==> config.mk <==
export PLATFORM = sky130hd
export DESIGN_NAME = shift_seq_ctl
export DESIGN_NICKNAME = d
export VERILOG_FILES = /design/src/rtl/shift_seq_ctl.sv
export SDC_FILE = /design/constraint.sdc
export NUM_CORES = 1
export LEC_CHECK = 0
export ABC_AREA = 1
export CORE_AREA = 2 2 56 58
export DETAILED_ROUTE_END_ITERATION = 10
export DIE_AREA = 0 0 58 60
export GPL_TIMING_DRIVEN = 0
export SLEW_MARGIN = 30
export SYNTH_ARGS = -nofsm -noshare
export SYNTH_HDL_FRONTEND = slang
export SYNTH_SLANG_ARGS = --single-unit
==> constraint.sdc <==
create_clock -name clk -period 1.4 [get_ports clk]
set_clock_uncertainty 0.2 [all_clocks]
set_input_delay 0.28 -clock clk [delete_from_list [all_inputs] [get_ports clk]]
set_output_delay 0.28 -clock clk [all_outputs]
set_load 0.02 [all_outputs]
==> src/rtl/shift_seq_ctl.sv <==
// Sequencer for an external falling-edge universal shift register: parallel-load/shift-out
// transmit, and clear/shift-in/parallel-read receive.
module shift_seq_ctl #(
    parameter int   W    = 4,
    parameter logic FILL = 1'b0
) (
    input  logic         clk,
    input  logic         clr,
    input  logic         start,
    input  logic         mode,
    input  logic [W-1:0] din,
    input  logic         ser_in,
    input  logic         ser_valid,
    output logic         busy,
    output logic         done,
    output logic [W-1:0] dout,
    output logic         ser_out,
    output logic         ser_strobe,
    output logic         sr_clr_n,
    output logic         sr_ldsh,
    output logic         sr_ser,
    output logic [W-1:0] sr_in,
    output logic         sr_oe_n,
    output logic         sr_clken,
    input  logic [W-1:0] sr_q,
    input  logic         sr_qd
);

    localparam int CW = $clog2(W + 1);
    localparam logic [CW-1:0] LAST = CW'(W - 1);
    localparam logic [CW-1:0] FULL = CW'(W);

    typedef enum logic [2:0] {IDLE, CLEAR, LOAD, SHIFT, READ, DONE} state_t;

    state_t        state, state_nx;
    logic          rx, rx_nx;
    logic [CW-1:0] cnt, cnt_nx;
    logic [W-1:0]  sr_in_nx, dout_nx;
    logic          sr_ser_nx, sr_clken_nx, sr_ldsh_nx, sr_clr_n_nx, sr_oe_n_nx;
    logic          busy_nx, done_nx;

    // Register-side outputs are computed for the cycle being entered and registered
    // with the state, so each cycle's falling-edge register action matches its state.
    always_comb begin
        state_nx    = state;
        rx_nx       = rx;
        cnt_nx      = cnt;
        sr_in_nx    = sr_in;
        dout_nx     = dout;
        sr_ser_nx   = 1'b0;
        sr_clken_nx = 1'b0;
        sr_ldsh_nx  = 1'b0;
        sr_clr_n_nx = 1'b1;
        sr_oe_n_nx  = 1'b1;
        case (state)
            IDLE: begin
                if (start) begin
                    rx_nx = mode;
                    if (mode) begin
                        state_nx    = CLEAR;
                        sr_clr_n_nx = 1'b0;
                    end else begin
                        state_nx    = LOAD;
                        sr_in_nx    = din;
                        sr_ldsh_nx  = 1'b1;
                        sr_clken_nx = 1'b1;
                    end
                end
            end
            LOAD: begin
                state_nx    = SHIFT;
                cnt_nx      = '0;
                sr_ser_nx   = FILL;
                sr_clken_nx = 1'b1;
            end
            CLEAR: begin
                state_nx = SHIFT;
                cnt_nx   = '0;
            end
            SHIFT: begin
                if (!rx) begin
                    cnt_nx = cnt + 1'b1;
                    if (cnt == LAST) begin
                        state_nx = DONE;
                    end else begin
                        sr_ser_nx   = FILL;
                        sr_clken_nx = 1'b1;
                    end
                // A bit sampled here is shifted during the next cycle, so the W-th
                // bit's shift happens in the final SHIFT cycle (cnt == W).
                end else if (cnt == FULL) begin
                    state_nx   = READ;
                    sr_oe_n_nx = 1'b0;
                end else begin
                    sr_ser_nx   = ser_in;
                    sr_clken_nx = ser_valid;
                    if (ser_valid) cnt_nx = cnt + 1'b1;
                end
            end
            READ: begin
                state_nx = DONE;
                dout_nx  = sr_q;
            end
            DONE: state_nx = IDLE;
            default: state_nx = IDLE;
        endcase
        busy_nx = (state_nx != IDLE);
        done_nx = (state_nx == DONE);
    end

    always_ff @(posedge clk) begin
        if (!clr) begin
            state    <= IDLE;
            rx       <= 1'b0;
            cnt      <= '0;
            busy     <= 1'b0;
            done     <= 1'b0;
            dout     <= '0;
            sr_clr_n <= 1'b0;
            sr_ldsh  <= 1'b0;
            sr_ser   <= 1'b0;
            sr_in    <= '0;
            sr_oe_n  <= 1'b1;
            sr_clken <= 1'b0;
        end else begin
            state    <= state_nx;
            rx       <= rx_nx;
            cnt      <= cnt_nx;
            busy     <= busy_nx;
            done     <= done_nx;
            dout     <= dout_nx;
            sr_clr_n <= sr_clr_n_nx;
            sr_ldsh  <= sr_ldsh_nx;
            sr_ser   <= sr_ser_nx;
            sr_in    <= sr_in_nx;
            sr_oe_n  <= sr_oe_n_nx;
            sr_clken <= sr_clken_nx;
        end
    end

    assign ser_out    = sr_qd;
    assign ser_strobe = (state == SHIFT) && !rx;

endmodule

==> flow_summary.ini, run 1 <==
[outcome]
status = complete, but fails checks
violations = negative setup slack

[yosys]
syn-cell-area_sq_um = 972
synthMuxAreaShare_pct = 0
synth_fa_ha_area_share_pct = 3.86
syn_inst = 135
synth-compound-area-share_pct = 7.46
synth_xor_area_share_pct = 0
synth-simple-area-share_pct = 33.2
yosys_warnings = 0
synth_top_family_by_area = simple AND/OR/NAND/NOR gates
synth_fp_nets = 153
yosysSeqAreaShare_pct = 45.3
yosys.cell_types.count = 17
yosys_register_bits = 22
syn_area_per_cell_sq_um = 7.20

[critical_path]
critical_path.max_fanout = 3
crit_arrival_ps = 1100
cp-end-kind = primary output
r2r_cells = 6
critPathLaunchType = flop
required_ps = 920
criticalPathCategory = reg2out

[cts]
cts_tree = done
cts-htree-levels = 1
clkTransAtPathRegs_ps = 110
clk_latency_ps = 320
numCtsBuffers = 3
clock_sinks = 22
cts.path.max_buffers = 2
root_buffer = clkbuf_4
cts_hold_buffers = 0

[power_and_ir_drop]
clock_power_share_pct = 16.5
p_leak_nw = 0.727
powerDensity_mw_per_mm2 = 1460
p_sw_share_pct = 39.3
p_seq_share_pct = 39.3
p_switching_mw = 0.841
peakVddDrop_mv = 0.634
comb_power_share_pct = 44.2
intPower_mw = 1.30

[timing]
fin_crit_sh_pct = 113
setup_viol = 14
holdWs_ps = 76.4
rsz0062_at_grt = yes
maxSlewHeadroom_pct = 70.9
finalCriticalPeriod_ps = 1580
hold_violations = 0
setup_slack_ps = -177
clock.fmax_mhz = 634
tightest_slew_ps = 437
slew_viol_final = 0

[floorplan]
rows = 20
die_x_microns = 58
die_area_sq_mm = 0.00348
coreArea_sq_mm = 0.00290
num_io_pins = 32
start_util_pct = 33.5
die_h_microns = 60

[finish]
drive_gt1_share_pct = 36.4
num-nets-final = 192
syn_to_final_growth_pct = 50.7
n_antenna_cell = 0
layoutNonFillerInstCount = 206

[routing]
viasPerCell = 4.67
vias = 963
dr.pass1.iters = 4
drc = 0
drt-initial-drc-count = 33
postRouteAntennaNets = 0
wl_microns = 2320
avgRoutedWirePerCell_microns = 11.3

[hold_path]
hold_class = in2reg
whs_path_depth = 3

[grt]
grt_pass1_vias = 809
overflow = 0
antenna_found_initial = 0
grt_start_max_net_pins = 13
grt_pass1_wl_microns = 3370
grt_usage_pct = 12.8

[placed_design]
dp_hpwl_microns = 1570
dp_cells = 197
dpl_worst_slack_ps = -602
place_congestion = 0.816
port_buffers = 29

[run]
maxCapViolations = 0
## repair_timing
action,4_1_cts,5_1_grt
gates resized for setup,84,34
setup buffers,4,1
endpoints found under the setup margin,23,24
pin swaps,6,11
## synth_stat cells
cell type / instances / area, sq um
a211oi_1: 1 / 7.51
a21oi_1: 3 / 15.0
buf_2: 1 / 5.00
buf_4: 1 / 7.51
clkbuf_1: 1 / 3.75
dfxtp_1: 22 / 440
ha_1: 3 / 37.5
inv_1: 22 / 82.6
nand2_1: 27 / 101
nand2_2: 1 / 6.26
nand3_1: 14 / 70.1
nand4_1: 1 / 6.26
nand4_4: 1 / 21.3
nor2_1: 24 / 90.1
nor2_4: 2 / 22.5
nor3_1: 1 / 5.00
o21ai_0: 10 / 50.1
## path summary, 6_finish.rpt
check,start,end,slack [ps]
worst max-delay path,state[1]$_SDFF_PN0_,ser_strobe,-180
worst min-delay path,clr,state[1]$_SDFF_PN0_,80
worst max register to register,state[1]$_SDFF_PN0_,sr_clken$_SDFF_PN0_,-110
worst min register to register,sr_in[0]$_SDFFE_PN0P_,sr_in[0]$_SDFFE_PN0P_,280
## power groups by stage
stage,sequential [mW],clock [mW],combinational (mW)
after floorplan,0.881,0,0.437
after CTS,0.833,0.370,0.827
after global routing,0.850,0.386,1.03
after global placement,0.831,0,0.706
final,0.840,0.354,0.945
after detailed placement,0.835,0,0.716
## area by class of cell
class,instances,area [sq um]
plain buffers,3,16.3
clock buffers,4,36.3
fillers,281,1440
inverters,22,87.6
multi-input cells,88,559
flip-flops and latches,22,455
well taps,33,41.3
repair buffers,34,269
## placed cells by master, fill, tap and decap left out, types with 3 or more instances in the layout
| master | n |
|---|---|
| buf_4 | 5 |
| nand2_1 | 16 |
| nand2_2 | 8 |
| clkbuf_4 | 3 |
| nand2_4 | 4 |
| nand3_1 | 10 |
| nor2_1 | 22 |
| nor2_4 | 3 |
| dfxtp_4 | 3 |
| nand3_2 | 4 |
| dfxtp_2 | 3 |
| dfxtp_1 | 16 |
| inv_1 | 17 |
| buf_2 | 14 |
| clkdlybuf4s50_1 | 12 |
| inv_2 | 3 |
| ha_4 | 3 |
| o21ai_1 | 8 |
## through the flow
step	util, %	instance area [sq um]	TNS, ps	power [mW]
2_1_floorplan	-	980	0	1.32
3_3_place_gp	45.2	1310	-3150	1.54
3_5_place_dp	45.2	1310	-3360	1.55
4_1_cts	48.5	1410	-305	2.03
5_1_grt	50.5	1470	-1940	2.27
6_report	50.5	1470	-806	2.14
## cells by family after synthesis
group                      Yosys count
DFF                                 22
and+or+nand+nor                     71
AOI/OAI and AO/OA                   14
buffers and inverters               25
adders and majority gates            3
## registers in the layout, summed over array words and instances, names as in the netlist, 3 cells and up
signal and flops:
dout 4, sr_in 4, cnt 3, state 3
## critical path: stages, from the launching register on
cell and delay, ps:
dfxtp_4 370, nand2_4 60, nor2_4 100, inv_2 60, nor2_4 80, buf_6 120
## metal layers
metal,wire [microns],global-route usage [%]
met3,127,2.16
met4,49,5.98
met2,1150,22.9
met1,993,14.8
met5,0,0
(Power assumes the default switching activity.)
==> run 2, diff against run 1 <==
==> constraint.sdc (replaced) <==
create_clock -name clk -period 1.4 [get_ports clk]
set_clock_uncertainty 0.2 [all_clocks]
set_input_delay 0.21 -clock clk [delete_from_list [all_inputs] [get_ports clk]]
set_output_delay 0.21 -clock clk [all_outputs]
set_load 0.02 [all_outputs]
==> flow_summary.ini, run 2 (synthesis gave the netlist of run 1 again) <==
[cts]
clock_sinks = 22
cts_tree = done
cts.path.max_buffers = 2
cts-htree-levels = 1
numCtsBuffers = 3
root_buffer = clkbuf_4
clkTransAtPathRegs_ps = 110
clk_latency_ps = 320
cts_hold_buffers = 0

[critical_path]
path_cells = nand2_4 > nor2_4 > inv_2 > nor2_2 > buf_6
critical_path.max_fanout = 4
criticalPathCategory = reg2out
crit_arrival_ps = 1140
worst-path-buf-inv = 2
cp-end-kind = primary output
path_delay_family = flip-flops
required_ps = 990
critPathLaunchType = flop
max_stage_delay_ps = 400
crit_slowest_cell = dfxtp_4

[power_and_ir_drop]
p_seq_share_pct = 41.8
comb_power_share_pct = 41.4
peakVddDrop_mv = 0.745
p_switching_mw = 0.776
p_sw_share_pct = 37.4
clock_power_share_pct = 16.8
powerDensity_mw_per_mm2 = 1430
intPower_mw = 1.30
p_leak_nw = 0.700

[floorplan]
start_util_pct = 33.5
num_io_pins = 32
die_x_microns = 58
die_h_microns = 60
rows = 20
coreArea_sq_mm = 0.00290
die_area_sq_mm = 0.00348

[routing]
wl_microns = 2160
postRouteAntennaNets = 0
drt-initial-drc-count = 19
dr.pass1.iters = 5
avgRoutedWirePerCell_microns = 10.4
viasPerCell = 4.70
drc = 0
vias = 973

[placed_design]
port_buffers = 29
dp_hpwl_microns = 1560
place_congestion = 0.818

[grt]
overflow = 0
grt_pass1_wl_microns = 3470
antenna_found_initial = 0
grt_usage_pct = 13.3
grt_pass1_vias = 843
grt_start_max_net_pins = 13

[finish]
drive_gt1_share_pct = 27.6
reg.largest.list = dout (4), sr_in (4)
num-nets-final = 193
final_cell_mix = nor2_1, nand2_1, inv_1, dfxtp_1, clkdlybuf4s50_1
final_common_cell = nor2_1
syn_to_final_growth_pct = 49.2
n_antenna_cell = 0

[timing]
setup_viol = 3
maxSlewHeadroom_pct = 71.9
setup_tns_ps = -173
hold_violations = 0
holdWs_ps = 20.8
finalCriticalPeriod_ps = 1550
tightest_slew_ps = 422
fin_crit_sh_pct = 111
setup_slack_ps = -149
rsz0062_at_grt = yes
slew_viol_final = 0
clock.fmax_mhz = 645

[hold_path]
hold_class = in2reg

[run]
maxCapViolations = 0

[outcome]
violations = negative setup slack
status = complete, but fails checks
-- run 2: cell types whose count changed in the layout (fill, tap and decap cells not counted), sizes merged --
cell / previous run / this run
clkdlybuf4s15: 2 / 7
clkbuf: 5 / 12
buf: 21 / 9
clkdlybuf4s50: 12 / 13
-- run 2: power by group through the flow --
stage / Clock, mW / Combinational, mW / Sequential (mW)
2_1_floorplan: 0 / 0.434 / 0.879
4_1_cts: 0.365 / 0.756 / 0.850
5_1_grt: 0.387 / 0.967 / 0.883
6_report: 0.349 / 0.858 / 0.866
3_5_place_dp: 0 / 0.712 / 0.834
3_3_place_gp: 0 / 0.702 / 0.827
-- run 2: per-stage QoR --
stage | utilization (%) | setup slack [ps] | cells | cell area, sq um | power (mW)
after floorplan | - | 31.1 | 135 | 975 | 1.31
after global placement | 45.0 | -501 | 197 | 1310 | 1.53
after detailed placement | 45.0 | -516 | 197 | 1310 | 1.55
after CTS | 48.4 | -231 | 202 | 1400 | 1.97
after global routing | 50.0 | -203 | 207 | 1450 | 2.24
final | 50.0 | -149 | 207 | 1450 | 2.07
-- run 2: worst paths after layout --
check / slack (ps) / end / cells past startpoint / start
worst min-delay path: 20 / state[1]$_SDFF_PN0_ / 3 / clr
worst max register to register: -20 / busy$_SDFF_PN0_ / 8 / cnt[1]$_SDFFE_PN0P_
worst max-delay path: -150 / ser_strobe / 5 / state[0]$_SDFF_PN0_
worst min register to register: 290 / dout[1]$_SDFFE_PN0N_ / 2 / dout[1]$_SDFFE_PN0N_
-- run 2: worst reg2reg max path, delay by kind of cell, from the launching register on --
family        cells  cell delay, ps
simple gates      6             410
flops             1             380
fa+ha+maj         2             320
-- run 2: layout make-up --
cell class | instances | area [sq um]
Clock buffer | 4 | 36.3
Fill cell | 296 | 1450
Tap cell | 33 | 41.3
Inverter | 22 | 87.6
Multi-Input combinational cell | 88 | 510
Sequential cell | 22 | 457
Timing Repair Buffer | 35 | 302
Buffer | 3 | 16.3
-- run 2: per-layer routing --
layer / GRT usage, % / share of wire (%) / vias up / wire [microns]
met5: 0 / 0 / - / 0
li1: - / - / 500 / -
met2: 23.7 / 50 / 28 / 1080
met4: 6.98 / 2.1 / 0 / 45
met1: 14.6 / 41 / 440 / 879
met3: 3.03 / 7.1 / 5 / 153
-- run 2: what timing repair did --
item                                    CTS  global route
buffers inserted                          1             5
endpoints found under the setup margin   22            28
endpoints found under the hold margin     0             0
pin swaps                                 5             8
resized for setup                        49            26
